`config.mk`:
```
export PLATFORM = sky130hd
export DESIGN_NAME = branch_predict_pc_unit
export DESIGN_NICKNAME = d
export VERILOG_FILES = /design/src/rtl/branch_predict_pc_unit_pkg.sv /design/src/rtl/branch_predict_pc_unit_cond.sv /design/src/rtl/branch_predict_pc_unit.sv
export SDC_FILE = /design/constraint.sdc
export NUM_CORES = 1
export LEC_CHECK = 0
export CORE_MARGIN = 1
export CORE_UTILIZATION = 55
export CTS_CLUSTER_SIZE = 40
export DETAILED_ROUTE_END_ITERATION = 12
export PLACE_DENSITY = 0.77
export SLEW_MARGIN = 20
export SYNTH_ARGS = -nofsm -noshare
export SYNTH_HDL_FRONTEND = slang
export SYNTH_SLANG_ARGS = --single-unit
```
`constraint.sdc`:
```
create_clock -name clk -period 19.35 [get_ports clk]
set_clock_uncertainty 0.2 [all_clocks]
set_input_delay 3.87 -clock clk [delete_from_list [all_inputs] [get_ports clk]]
set_output_delay 3.87 -clock clk [all_outputs]
set_load 0.05 [all_outputs]
```
`src/rtl/branch_predict_pc_unit_pkg.sv`:
```
// Shared encodings for the fetch-PC / branch predictor slice.
package branch_predict_pc_unit_pkg;

  typedef enum logic [2:0] {
    COND_NE     = 3'b000,
    COND_EQ     = 3'b001,
    COND_GT     = 3'b010,
    COND_LT     = 3'b011,
    COND_GE     = 3'b100,
    COND_LE     = 3'b101,
    COND_OVFL   = 3'b110,
    COND_UNCOND = 3'b111
  } cond_e;

  typedef enum logic [1:0] {
    CTR_SNT = 2'b00,
    CTR_WNT = 2'b01,
    CTR_WT  = 2'b10,
    CTR_ST  = 2'b11
  } ctr_e;

  localparam int unsigned FLAG_N = 2;
  localparam int unsigned FLAG_V = 1;
  localparam int unsigned FLAG_Z = 0;

  // Two-bit saturating counter step toward the resolved outcome.
  function automatic logic [1:0] ctr_next(input logic [1:0] c, input logic taken);
    logic [1:0] n;
    n = c;
    if (taken && (c != CTR_ST)) n = c + 2'd1;
    else if (!taken && (c != CTR_SNT)) n = c - 2'd1;
    return n;
  endfunction

endpackage

```
`src/rtl/branch_predict_pc_unit_cond.sv`:
```
// Branch condition evaluator: condition code + {N,V,Z} flags -> taken.
module branch_cond_eval
  import branch_predict_pc_unit_pkg::*;
(
  input  logic [2:0] cond,
  input  logic [2:0] flags,
  output logic       taken
);

  logic z, v, n;

  // Decode the condition against the flag bits.
  always_comb begin
    z     = flags[FLAG_Z];
    v     = flags[FLAG_V];
    n     = flags[FLAG_N];
    taken = 1'b0;
    case (cond_e'(cond))
      COND_NE:     taken = ~z;
      COND_EQ:     taken = z;
      COND_GT:     taken = ~z & ~n;
      COND_LT:     taken = n;
      COND_GE:     taken = z | (~z & ~n);
      COND_LE:     taken = n | z;
      COND_OVFL:   taken = v;
      COND_UNCOND: taken = 1'b1;
      default:     taken = 1'b0;
    endcase
  end

endmodule

```
`src/rtl/branch_predict_pc_unit.sv`:
```
// Fetch-PC register with a direct-mapped BTB and 2-bit counter predictor;
// resolves branches from EX, flushes and redirects on a mispredict.
module branch_predict_pc_unit
  import branch_predict_pc_unit_pkg::*;
#(
  parameter int unsigned     PC_W     = 16,
  parameter int unsigned     IMM_W    = 9,
  parameter int unsigned     DEPTH    = 16,
  parameter logic [PC_W-1:0] RESET_PC = '0
) (
  input  logic             clk,
  input  logic             rst,
  input  logic             stall,
  output logic [PC_W-1:0]  pc_out,
  output logic             pred_taken,
  output logic [PC_W-1:0]  pred_target,
  input  logic             res_valid,
  input  logic [PC_W-1:0]  res_pc_inc,
  input  logic [2:0]       res_cond,
  input  logic [IMM_W-1:0] res_imm,
  input  logic [2:0]       res_flags,
  input  logic             res_br,
  input  logic [PC_W-1:0]  res_rs,
  input  logic             res_pred_taken,
  input  logic [PC_W-1:0]  res_pred_target,
  output logic             flush,
  output logic [PC_W-1:0]  redirect_pc
);

  localparam int unsigned IDX_W = $clog2(DEPTH);
  localparam int unsigned TAG_W = PC_W - IDX_W - 1;

  logic [PC_W-1:0]  pc_q, pc_d;
  logic             valid_q [DEPTH];
  logic             valid_d [DEPTH];
  logic [1:0]       ctr_q   [DEPTH];
  logic [1:0]       ctr_d   [DEPTH];
  logic [TAG_W-1:0] tag_q   [DEPTH];
  logic [TAG_W-1:0] tag_d   [DEPTH];
  logic [PC_W-1:0]  tgt_q   [DEPTH];
  logic [PC_W-1:0]  tgt_d   [DEPTH];

  logic [IDX_W-1:0] f_idx, u_idx;
  logic [TAG_W-1:0] f_tag, u_tag;
  logic [PC_W-1:0]  br_pc, imm_ext, act_tgt;
  logic             taken, hit, mispredict;
  logic             unused_ok;

  branch_cond_eval u_cond (
    .cond  (res_cond),
    .flags (res_flags),
    .taken (taken)
  );

  assign pc_out    = pc_q;
  assign unused_ok = ^{br_pc[0], pc_q[0]};

  // Fetch-side lookup of the entry addressed by the current PC.
  always_comb begin
    f_idx       = pc_q[IDX_W:1];
    f_tag       = pc_q[PC_W-1:IDX_W+1];
    hit         = valid_q[f_idx] && (tag_q[f_idx] == f_tag);
    pred_taken  = hit & ctr_q[f_idx][1];
    pred_target = tgt_q[f_idx];
  end

  // Resolve the branch in EX and compare against what was predicted.
  always_comb begin
    imm_ext     = PC_W'($signed(res_imm));
    act_tgt     = res_br ? res_rs : (res_pc_inc + (imm_ext << 1));
    mispredict  = (taken != res_pred_taken) || (taken && (act_tgt != res_pred_target));
    flush       = res_valid & mispredict & ~rst;
    redirect_pc = taken ? act_tgt : res_pc_inc;
  end

  // Next PC and table update; the fetch lookup above reads the old entries.
  always_comb begin
    br_pc   = res_pc_inc - PC_W'(2);
    u_idx   = br_pc[IDX_W:1];
    u_tag   = br_pc[PC_W-1:IDX_W+1];
    valid_d = valid_q;
    ctr_d   = ctr_q;
    tag_d   = tag_q;
    tgt_d   = tgt_q;
    if (res_valid) begin
      ctr_d[u_idx] = ctr_next(ctr_q[u_idx], taken);
      if (taken) begin
        valid_d[u_idx] = 1'b1;
        tag_d[u_idx]   = u_tag;
        tgt_d[u_idx]   = act_tgt;
      end
    end
    if (flush)           pc_d = redirect_pc;
    else if (stall)      pc_d = pc_q;
    else if (pred_taken) pc_d = pred_target;
    else                 pc_d = pc_q + PC_W'(2);
  end

  // State registers with asynchronous reset.
  always_ff @(posedge clk or posedge rst) begin
    if (rst) begin
      pc_q <= RESET_PC;
      for (int unsigned i = 0; i < DEPTH; i++) begin
        valid_q[i] <= 1'b0;
        ctr_q[i]   <= CTR_WNT;
        tag_q[i]   <= '0;
        tgt_q[i]   <= '0;
      end
    end else begin
      pc_q    <= pc_d;
      valid_q <= valid_d;
      ctr_q   <= ctr_d;
      tag_q   <= tag_d;
      tgt_q   <= tgt_d;
    end
  end

endmodule

```
==> metrics.json <==
{
  "status": {"value": "finished, final reports clean"},
  "design.core.area": {"value": 43300, "unit": "um^2"},
  "layout.nets": {"value": 2421},
  "timing.final.crit_share": {"value": 67.4, "unit": "%"},
  "power.ir.vdd_worst": {"value": 0.185, "unit": "mV"},
  "initial_antenna_violation_count": {"value": 4},
  "fin_ws": {"value": 6310, "unit": "ps"},
  "data_required_time_at_the_worst_endpoint": {"value": 15280, "unit": "ps"},
  "final.hold.worst_slack": {"value": 273, "unit": "ps"},
  "synth_async_sr_flop_share": {"value": 100, "unit": "%"},
  "cts_root_buf": {"value": "sky130_fd_sc_hd__clkbuf_16"},
  "finish_stage_setup_viols": {"value": 0},
  "crit_slowest_cell": {"value": "sky130_fd_sc_hd__clkdlybuf4s50_1"},
  "drtPass1Iterations": {"value": 6},
  "critical_path.cell_chain": {"value": "clkdlybuf4s50_1, buf_4, ha_1, fa_1, a211o_1, a21oi_1, or3_1, nand3_1, xor2_1, o2111ai_1, nor4_2, nor2_2, clkdlybuf4s50_1"},
  "via_per_inst": {"value": 6.32},
  "start_util": {"value": 56.0, "unit": "%"},
  "leakage": {"value": 0.0121, "unit": "uW"},
  "boundaryPins": {"value": 119},
  "number_of_global_route_vias_before_repair": {"value": 18500},
  "setup.worst_path.class": {"value": "in2out"},
  "most_used_dff_post_synth": {"value": "sky130_fd_sc_hd__dfrtp_1"},
  "critical_path.startpoint_type": {"value": "input port"},
  "yosys_register_bits": {"value": 496},
  "number_of_core_rows": {"value": 76},
  "dr.first_iter.drc_count": {"value": 1958},
  "synth_area_leaders": {"value": "sky130_fd_sc_hd__dfrtp_1 50%, sky130_fd_sc_hd__mux4_2 11%, sky130_fd_sc_hd__o21ai_0 9.0%, sky130_fd_sc_hd__nand2_1 7.9%, sky130_fd_sc_hd__mux2_2 3.0%"},
  "worst_slew_pin_slew": {"value": 1100, "unit": "ps"},
  "ctsResizeCount": {"value": 0},
  "post_route_cells_drive_above_1_share": {"value": 15.5, "unit": "%"},
  "final.min_clock_period": {"value": 13040, "unit": "ps"},
  "slew_violations": {"value": 0},
  "setup_tns": {"value": 0, "unit": "ps"},
  "worst-path-buf-inv": {"value": 3},
  "avgRoutedWirePerCell": {"value": 24.2, "unit": "um"},
  "die_ar": {"value": 44900, "unit": "um^2"},
  "tritoncts_num_sinks": {"value": 496},
  "place_congestion": {"value": 0.932},
  "netlist_instances": {"value": 2287},
  "crit_path_max_incr_delay": {"value": 1000, "unit": "ps"},
  "hold_viol": {"value": 0},
  "global_route_wire_length_before_repair": {"value": 110000, "unit": "um"},
  "global_route.usage.total": {"value": 32.8, "unit": "%"},
  "chipHeight": {"value": 212, "unit": "um"},
  "postRouteWirelength": {"value": 71400, "unit": "um"},
  "synth_commonest_cells": {"value": "508 x sky130_fd_sc_hd__nand2_1, 480 x sky130_fd_sc_hd__dfrtp_1, 436 x sky130_fd_sc_hd__o21ai_0, 139 x sky130_fd_sc_hd__clkbuf_1, 116 x sky130_fd_sc_hd__mux4_2"},
  "fp.dieW": {"value": 212, "unit": "um"},
  "dr_total_vias": {"value": 18700},
  "syn_nets": {"value": 2379},
  "worst_path_most_repeated_cell": {"value": "sky130_fd_sc_hd__clkdlybuf4s50_1"},
  "rsz0062_at_grt": {"value": "no"},
  "synthMostInstantiatedCell": {"value": "sky130_fd_sc_hd__nand2_1"},
  "detail_route.drc_violations": {"value": 0},
  "relSlewSlack": {"value": 26.4, "unit": "%"},
  "worst_path_dominant_cell_family": {"value": "buffers and inverters"},
  "clk_lat_worst_skew": {"value": 590, "unit": "ps"},
  "clk_transition_reported_paths": {"value": 60, "unit": "ps"},
  "critPathMaxFanout": {"value": 18},
  "layout.filler_cells": {"value": 3320},
  "synth_enable_flop_cells": {"value": 0},
  "numCtsBuffers": {"value": 50},
  "hold_path_class": {"value": "reg2reg"},
  "worst_setup_path_end_kind": {"value": "output port"},
  "total_of_warnings_raised_by_yosys": {"value": 0},
  "synth_cell_area": {"value": 24200, "unit": "um^2"},
  "flow.area_growth_from_synthesis": {"value": 13.7, "unit": "%"},
  "max_freq": {"value": 76.7, "unit": "MHz"},
  "timing.critical_path.arrival": {"value": 8970, "unit": "ps"},
  "synth_largest_area_cell": {"value": "sky130_fd_sc_hd__dfrtp_1"},
  "h-tree-depth": {"value": 2},
  "maxCapViolations": {"value": 0},
  "antenna_viol_nets_final": {"value": 0},
  "grt_start_max_net_pins": {"value": 182},
  "holdBufCountCts": {"value": 0},
  "post_synth.cell_area_avg": {"value": 10.6, "unit": "um^2"},
  "cts_buffer_depth": {"value": 3},
  "preCtsSetupSlack": {"value": 6340, "unit": "ps"},
  "pwr_density_cell": {"value": 144, "unit": "nW/um^2"},
  "seq_area_frac_synth": {"value": 51.3, "unit": "%"},
  "tritoncts_clock_tree": {"value": "done"},
  "hpwlAfterDp": {"value": 44600, "unit": "um"},
  "io_buffer_count": {"value": 118},
  "yosysTopAreaCellShare": {"value": 49.6, "unit": "%"},
  "number_of_different_library_cells_in_the_post_synthesis_netlist": {"value": 77},
  "globalRouteOverflowTotal": {"value": 0},
  "postCtsSetupBuffers": {"value": 0}
}
[kinds of logic after synthesis]
logic type      after synthesis  synth area share [%]
compound gates              576                  13.6
mux                         234                  16.0
flops                       496                  51.3
buf+inv                     203                  3.56
fa+ha+maj                    23                  1.22
simple gates                716                  12.9
xor+xnor                     39                  1.41
[routing by layer]
layer | track usage (%) | part of all wire, % | wire (um)
met1 | 42.4 | 38 | 27200
met2 | 53.3 | 49 | 34900
met3 | 5.95 | 8.2 | 5860
met4 | 16.6 | 4.9 | 3500
met5 | 0 | 0.038 | 27
[registers in the layout, indices dropped and copies added, names as in the netlist]
signal and count:
tag_q 176, tgt_q 256, pc_out 16, ctr_q 32, valid_q 16
[where the power goes]
part	leakage [uW]	switching, uW	total [uW]	internal, uW
registers	0.00627	220	1600	1380
logic	0.00498	800	1390	593
clock network	0.000819	407	978	571
total	0.0121	1430	3970	2540
[cell type report]
class | count | area, um^2 | area share (%)
clock buffers | 80 | 1550 | 5.61
multi-input cells | 1588 | 11000 | 40.1
repair buffers | 168 | 1570 | 5.70
flip-flops and latches | 496 | 12400 | 45.2
clock inverters | 11 | 111 | 0.405
inverters | 25 | 97.6 | 0.355
well taps | 585 | 732 | 2.66
diodes | 1 | 2.50 | 0.00909
[stage by stage]
stage               cells  power (uW)  util (%)  instance area [um^2]
global route         2953        4160      63.6                 27500
global placement     2860        2910      59.7                 25800
CTS                  2953        3960      63.5                 27500
detailed placement   2862        2980      59.7                 25800
finish               2954        3970      63.6                 27500
floorplan            2287        2530         -                 24200
[worst register-to-register path, cell delays in order, from the launching register on]
cell	delay, ps
sky130_fd_sc_hd__dfrtp_4	840
sky130_fd_sc_hd__buf_4	590
sky130_fd_sc_hd__buf_4	720
sky130_fd_sc_hd__mux4_2	630
sky130_fd_sc_hd__mux2i_1	350
sky130_fd_sc_hd__xnor2_1	140
sky130_fd_sc_hd__nand2_1	100
sky130_fd_sc_hd__nor4b_1	220
sky130_fd_sc_hd__and4b_1	730
sky130_fd_sc_hd__a22oi_1	230
sky130_fd_sc_hd__a221o_1	330
sky130_fd_sc_hd__mux2_2	260
[placed cells by master, fill, tap and decap left out, types with 22 or more instances in the layout]
cell / count
sky130_fd_sc_hd__buf_4: 47
sky130_fd_sc_hd__clkbuf_16: 51
sky130_fd_sc_hd__clkdlybuf4s50_1: 118
sky130_fd_sc_hd__dfrtp_1: 476
sky130_fd_sc_hd__ha_1: 22
sky130_fd_sc_hd__inv_1: 22
sky130_fd_sc_hd__mux2_2: 64
sky130_fd_sc_hd__mux2i_1: 52
sky130_fd_sc_hd__mux4_2: 116
sky130_fd_sc_hd__nand2_1: 492
sky130_fd_sc_hd__nand2b_1: 25
sky130_fd_sc_hd__nand3_1: 25
sky130_fd_sc_hd__nor2_1: 46
sky130_fd_sc_hd__o21ai_0: 436
sky130_fd_sc_hd__xnor2_1: 27
[worst paths after layout]
kind                       depth (start not counted)           from  slack, ps          to
setup / recovery                                  13  res_pc_inc[1]       6310       flush
hold / removal                                     2     tgt_q[192]        270  tgt_q[192]
setup reg to reg                                  11      pc_out[1]      13890   pc_out[4]
hold reg to reg                                    2     tgt_q[192]        270  tgt_q[192]
max in group asynchronous                          5            rst      12680   tgt_q[23]
min in group asynchronous                          2            rst       3410   ctr_q[31]
No activity file was read; power rests on OpenSTA's default activity.
==> variant 1: new RTL, same flow settings <==
Set the parameter `IMM_W` to 18 (it was 9).
--- a/src/rtl/branch_predict_pc_unit.sv
+++ b/src/rtl/branch_predict_pc_unit.sv
@@ -4,7 +4,7 @@
   import branch_predict_pc_unit_pkg::*;
 #(
   parameter int unsigned     PC_W     = 16,
-  parameter int unsigned     IMM_W    = 9,
+  parameter int unsigned     IMM_W    = 18,
   parameter int unsigned     DEPTH    = 16,
   parameter logic [PC_W-1:0] RESET_PC = '0
 ) (
Ports: changed (resized res_imm); port bits go from 119 to 128. No check against the original RTL was run, so the function may have changed too.
==> variant 1 against the original RTL <==
- global-route usage decreased by 1.7 points
- worst setup slack got worse by 540 ps
- sequential cell count unchanged
- area after synthesis about the same
- first-iteration DRC count decreased by 10%
- wire length decreased by 4.8%
- total power decreased by 1.2%
- final area increased by 0.10%
- highest routed layer is now met4
- utilization increased by 0.066 points
==> variant 1: results (changes against the original RTL) <==
Parameter                              Value

Run status
  Run status ... finished, final reports clean (unchanged)

Critical path
  Max stage delay cell, worst path ... clkdlybuf4s50_1 (unchanged)
  Critical path fanouts, max ... 18 (unchanged)
  Crit-path leading delay family ... buffers and inverters (unchanged)
  Arr. time, crit path ... 9500 ps (was 8970 ps)
  Slowest Stage Delay on Critical Path ... 980 ps (was 1000 ps)

Power and ir drop
  Static power due to leakage ... 12.04 nW (was 12.07 nW)
  Power dissipated in the clock network ... 0.950 mW (was 0.978 mW)
  Combinational fraction of design power ... 35.1% (about the same)
  Net switching power ... 1.401 mW (was 1.427 mW)
  Peak supply drop ... 0.0001738 V (was 0.0001846 V)

Synth
  Mapped Nets ... 2,394 (was 2,379)
  Complex-gate fraction of the synthesized area ... 13.49% (was 13.59%)
  Synth top cells by count ... nand2_1 (507), dfrtp_1 (480), o21ai_0 (438) (was nand2_1 (508), dfrtp_1 (480), o21ai_0 (436))
  Multiplexer fraction of the synthesized cell area ... 16.00% (about the same)
  Main area contributors after synthesis ... dfrtp_1 (50%), mux4_2 (11%), o21ai_0 (9.1%) (was dfrtp_1 (50%), mux4_2 (11%), o21ai_0 (9.0%))
  Area share of fa/ha/maj cells after synthesis ... 1.219% (about the same)
  Count of yosys warnings during synthesis ... 0 (unchanged)
  Post-synthesis sequential area ratio ... 51.33% (was 51.34%)
  Netlist cell types ... 74 (was 77)
  Synth Area in XOR/XNOR ... 1.410% (was 1.411%)

Cells and area
  Share of post-route cells with drive strength above 1 ... 15.30% (was 15.54%)
  Number of fill cells in the layout ... 3,329 (was 3,320)

GRT
  Pin count of the biggest net entering global routing ... 88 (was 182)
  Wire length of the first global-routing pass ... 106,200 um (was 109,700 um)
  Number of global-route vias before repair ... 18,970 (was 18,530)
  Initial antenna violation count ... 2 (was 4)
  Total global routing track utilization ... 31.04% (was 32.77%)

Clocking
  Maximum root-to-sink buffer count ... 3 (unchanged)
  CTS buffer count ... 49 (was 50)

Routing
  Avg Vias per Cell ... 6.288 (was 6.322)
  Initial detailed-routing violation count ... 1,753 (was 1,958)
  Routed length per instance ... 22.98 um (was 24.18 um)
  Count of TritonRoute iterations in the first routing pass ... 8 (was 6)

Placed design
  Placer congestion estimate ... 0.9099 (was 0.9316)
  DP Area ... 25,850 sq um (was 25,830 sq um)
  Final HPWL from detailed placement ... 41,630 um (was 44,560 um)
  Port bufs ... 124 (was 118)

Timing
  Worst-margin pin slew ... 1016 ps (was 1096 ps)
==> variant 1: metal layers <==
metal / part of all wire [%] / wire, um / vias up / track usage (%)
li1: - / - / 8210 / -
met1: 40 / 27110 / 9361 / 41.59
met2: 48 / 32850 / 841 / 50.32
met3: 8.2 / 5555 / 194 / 5.518
met4: 3.7 / 2489 / 0 / 12.62
met5: 0 / 0 / - / 0
==> variant 1: through the flow <==
| step | util, % | power (mW) | worst slack (ps) | std cells |
|---|---|---|---|---|
| after global routing | 63.68 | 4.115 | 5353 | 2957 |
| after global placement | 59.71 | 2.885 | 5806 | 2865 |
| after CTS | 63.48 | 3.911 | 5739 | 2957 |
| after floorplan | - | 2.534 | 2335 | 2293 |
| final | 63.69 | 3.923 | 5778 | 2959 |
| after detailed placement | 59.75 | 2.957 | 5767 | 2865 |
==> variant 1: final cells by class <==
| class | instances | area share, % |
|---|---|---|
| Sequential cell | 496 | 45.15 |
| Antenna cell | 2 | 0.01816 |
| Timing Repair Buffer | 167 | 5.703 |
| Inverter | 21 | 0.2997 |
| Multi-Input combinational cell | 1596 | 40.31 |
| Clock buffer | 76 | 5.444 |
| Clock inverter | 16 | 0.4132 |
| Tap cell | 585 | 2.656 |
==> variant 1: final timing paths <==
path | from | endpoint | slack, ps | cells past startpoint
min in group asynchronous | rst | tgt_q[74] | 3560 | 2
max | res_pc_inc[1] | flush | 5780 | 12
min | valid_q[15] | valid_q[15] | 270 | 1
max reg2reg | pc_out[1] | pc_out[0] | 14170 | 10
min reg2reg | valid_q[15] | valid_q[15] | 270 | 1
max in group asynchronous | rst | ctr_q[11] | 13080 | 4
==> variant 2: new RTL, same settings <==
Made on the original files. Put a register stage on the output `redirect_pc`, cleared by the reset. The value now appears one clock later. The other outputs are not delayed to match.
--- a/src/rtl/branch_predict_pc_unit.sv
+++ b/src/rtl/branch_predict_pc_unit.sv
@@ -29,6 +29,8 @@
 
   localparam int unsigned IDX_W = $clog2(DEPTH);
   localparam int unsigned TAG_W = PC_W - IDX_W - 1;
+
+  logic [PC_W-1:0] redirect_pc_d;
 
   logic [PC_W-1:0]  pc_q, pc_d;
   logic             valid_q [DEPTH];
@@ -70,7 +72,7 @@
     act_tgt     = res_br ? res_rs : (res_pc_inc + (imm_ext << 1));
     mispredict  = (taken != res_pred_taken) || (taken && (act_tgt != res_pred_target));
     flush       = res_valid & mispredict & ~rst;
-    redirect_pc = taken ? act_tgt : res_pc_inc;
+    redirect_pc_d = taken ? act_tgt : res_pc_inc;
   end
 
   // Next PC and table update; the fetch lookup above reads the old entries.
@@ -90,7 +92,7 @@
         tgt_d[u_idx]   = act_tgt;
       end
     end
-    if (flush)           pc_d = redirect_pc;
+    if (flush)           pc_d = redirect_pc_d;
     else if (stall)      pc_d = pc_q;
     else if (pred_taken) pc_d = pred_target;
     else                 pc_d = pc_q + PC_W'(2);
@@ -115,5 +117,13 @@
     end
   end
 
+  always_ff @(posedge clk or posedge rst) begin
+    if (rst) begin
+      redirect_pc <= '0;
+    end else begin
+      redirect_pc <= redirect_pc_d;
+    end
+  end
+
 endmodule
 
Function: changed (a bounded check fails within 4 cycles, from zero or initial values and one cycle with rst high).
==> variant 2 against the original RTL <==
- register-to-register slack better by 500 ps
- wire length is 0.78% higher
- total power is 3.5% higher
- sequential cell count is 16 higher
- area after synthesis is 1.8% higher
- non-clock buffer count is 3 lower
- worst setup slack worse by 410 ps
- final area is 2.0% higher
- largest power group unchanged
- highest routed layer unchanged
==> variant 2: results (changes against the original RTL) <==
Parameter                              Value

Run status
  Run status ... finished, final reports clean (unchanged)

Clocking
  Depth of the CTS H-tree ... 2 (unchanged)
  Clock latency at the later pin of the worst-skew pair ... 600 ps
  Root Buffer ... clkbuf_16 (unchanged)
  CTS buffer count ... 52 (was 50)

Routing
  Detailed-route wire length ... 71,990 um (was 71,430 um)
  Initial detailed-routing violation count ... 2,137 (was 1,958)
  Avg Vias per Cell ... 6.359 (was 6.322)
  Routed length per instance ... 24.23 um (was 24.18 um)

Power and ir drop
  Power per cell area ... 146.2 nW/um^2 (was 144.2 nW/um^2)
  Peak supply drop ... 0.0001815 V (was 0.0001846 V)
  Static power due to leakage ... 12.32 nW (was 12.07 nW)

Synth
  Synth top cells by count ... nand2_1 (505), dfrtp_1 (496), o21ai_0 (436) (was nand2_1 (508), dfrtp_1 (480), o21ai_0 (436))
  Mapped Nets ... 2,389 (was 2,379)
  Post-synthesis sequential area ratio ... 52.06% (was 51.34%)
  Netlist cell types ... 80 (was 77)
  Syn Inst Count ... 2,297 (was 2,287)
  Main area contributors after synthesis ... dfrtp_1 (50%), mux4_2 (10%), o21ai_0 (8.9%) (was dfrtp_1 (50%), mux4_2 (11%), o21ai_0 (9.0%))

Cells and area
  Number of fill cells in the layout ... 3,394 (was 3,320)
  Share of post-route cells with drive strength above 1 ... 15.43% (was 15.54%)

GRT
  Pin count of the biggest net entering global routing ... 165 (was 182)
  Total global routing track utilization ... 32.31% (was 32.77%)
  Wire length of the first global-routing pass ... 109,900 um (was 109,700 um)
  Number of global-route vias before repair ... 18,820 (was 18,530)
  Initial antenna violation count ... 2 (was 4)

Hold path
  Hold path startpoint ... valid_q[10] (was tgt_q[192])
  Number of stages on the worst hold path ... 1 (was 2)

Placed design
  Final HPWL from detailed placement ... 44,100 um (was 44,560 um)
  Number of placed instances, taps included ... 2,876 (was 2,862)
  Placer congestion estimate ... 0.9562 (was 0.9316)

Timing
  Relative max-transition margin ... 27.77% (was 26.39%)

Critical path
  Arr. time, crit path ... 9380 ps (was 8970 ps)
  Worst Reg-to-Reg Cells ... 10 (was 11)
[variant 2: changes by cell type after synthesis, moves of 3 or more]
cell / before / now
a221o_1: 5 / 9
mux4_2: 116 / 113
buf_2: 20 / 16
nand4_1: 12 / 9
inv_1: 23 / 20
nand2_1: 508 / 505
dfrtp_1: 480 / 496
mux4_1: 0 / 3
[variant 2: worst paths after layout]
check                                    to  slack [ps]
worst min-delay path            valid_q[10]         260
min in group asynchronous        tag_q[131]        3570
worst max register to register    pc_out[9]       14390
max in group asynchronous        tag_q[102]       12610
worst max-delay path                  flush        5900
worst min register to register  valid_q[10]         260
[variant 2: worst max-delay path: stages]
cell and delay (ps):
clkdlybuf4s50_1 870, ha_1 500, fa_1 430, a211o_1 340
a21oi_1 350, or3_1 180, nand3_1 520, xor2_1 330
o2111ai_1 140, nor4_2 110, nor2_2 730, clkdlybuf4s50_1 990
[variant 2: kinds of logic after synthesis]
kind of cell             synth area share, %
XOR/XNOR                               1.386
adder cells (fa/ha/maj)                1.198
AND/OR/NAND/NOR                        12.52
multiplexers                           15.82
flip-flops                             52.06
buffers and inverters                  3.569
AO/OA/AOI/OAI                          13.44
[variant 2: stage by stage]
stage / total power, mW / worst slack, ps / cell area, sq um / util (%)
2_1_floorplan: 2.582 / 2203 / 24650 / -
3_3_place_gp: 2.947 / 6038 / 26240 / 59.33
3_5_place_dp: 3.017 / 5951 / 26250 / 59.35
4_1_cts: 4.098 / 5922 / 28070 / 63.47
5_1_grt: 4.303 / 5631 / 28090 / 63.51
6_report: 4.107 / 5905 / 28090 / 63.52
[variant 2: layout make-up]
type | instances | share of cell area [%]
Timing Repair Buffer | 165 | 5.559
Antenna cell | 1 | 0.008909
Clock buffer | 77 | 5.510
Multi-Input combinational cell | 1585 | 39.29
Tap cell | 592 | 2.637
Sequential cell | 512 | 45.72
Clock inverter | 17 | 0.9666
Inverter | 22 | 0.3074
[variant 2: routing by layer]
metal  vias to the layer above  track usage [%]  wire (um)
met5                         -                0         26
met4                         4            12.68       2533
met3                       166            7.630       6822
met2                       890            51.88      34560
met1                      9589            42.70      28040
li1                       8243                -          -
[variant 2: report_power, final]
group	total, mW	switching, mW	internal [mW]
logic	1.39	0.791	0.599
clock network	1.07	0.422	0.645
registers	1.65	0.233	1.42
total	4.11	1.45	2.66
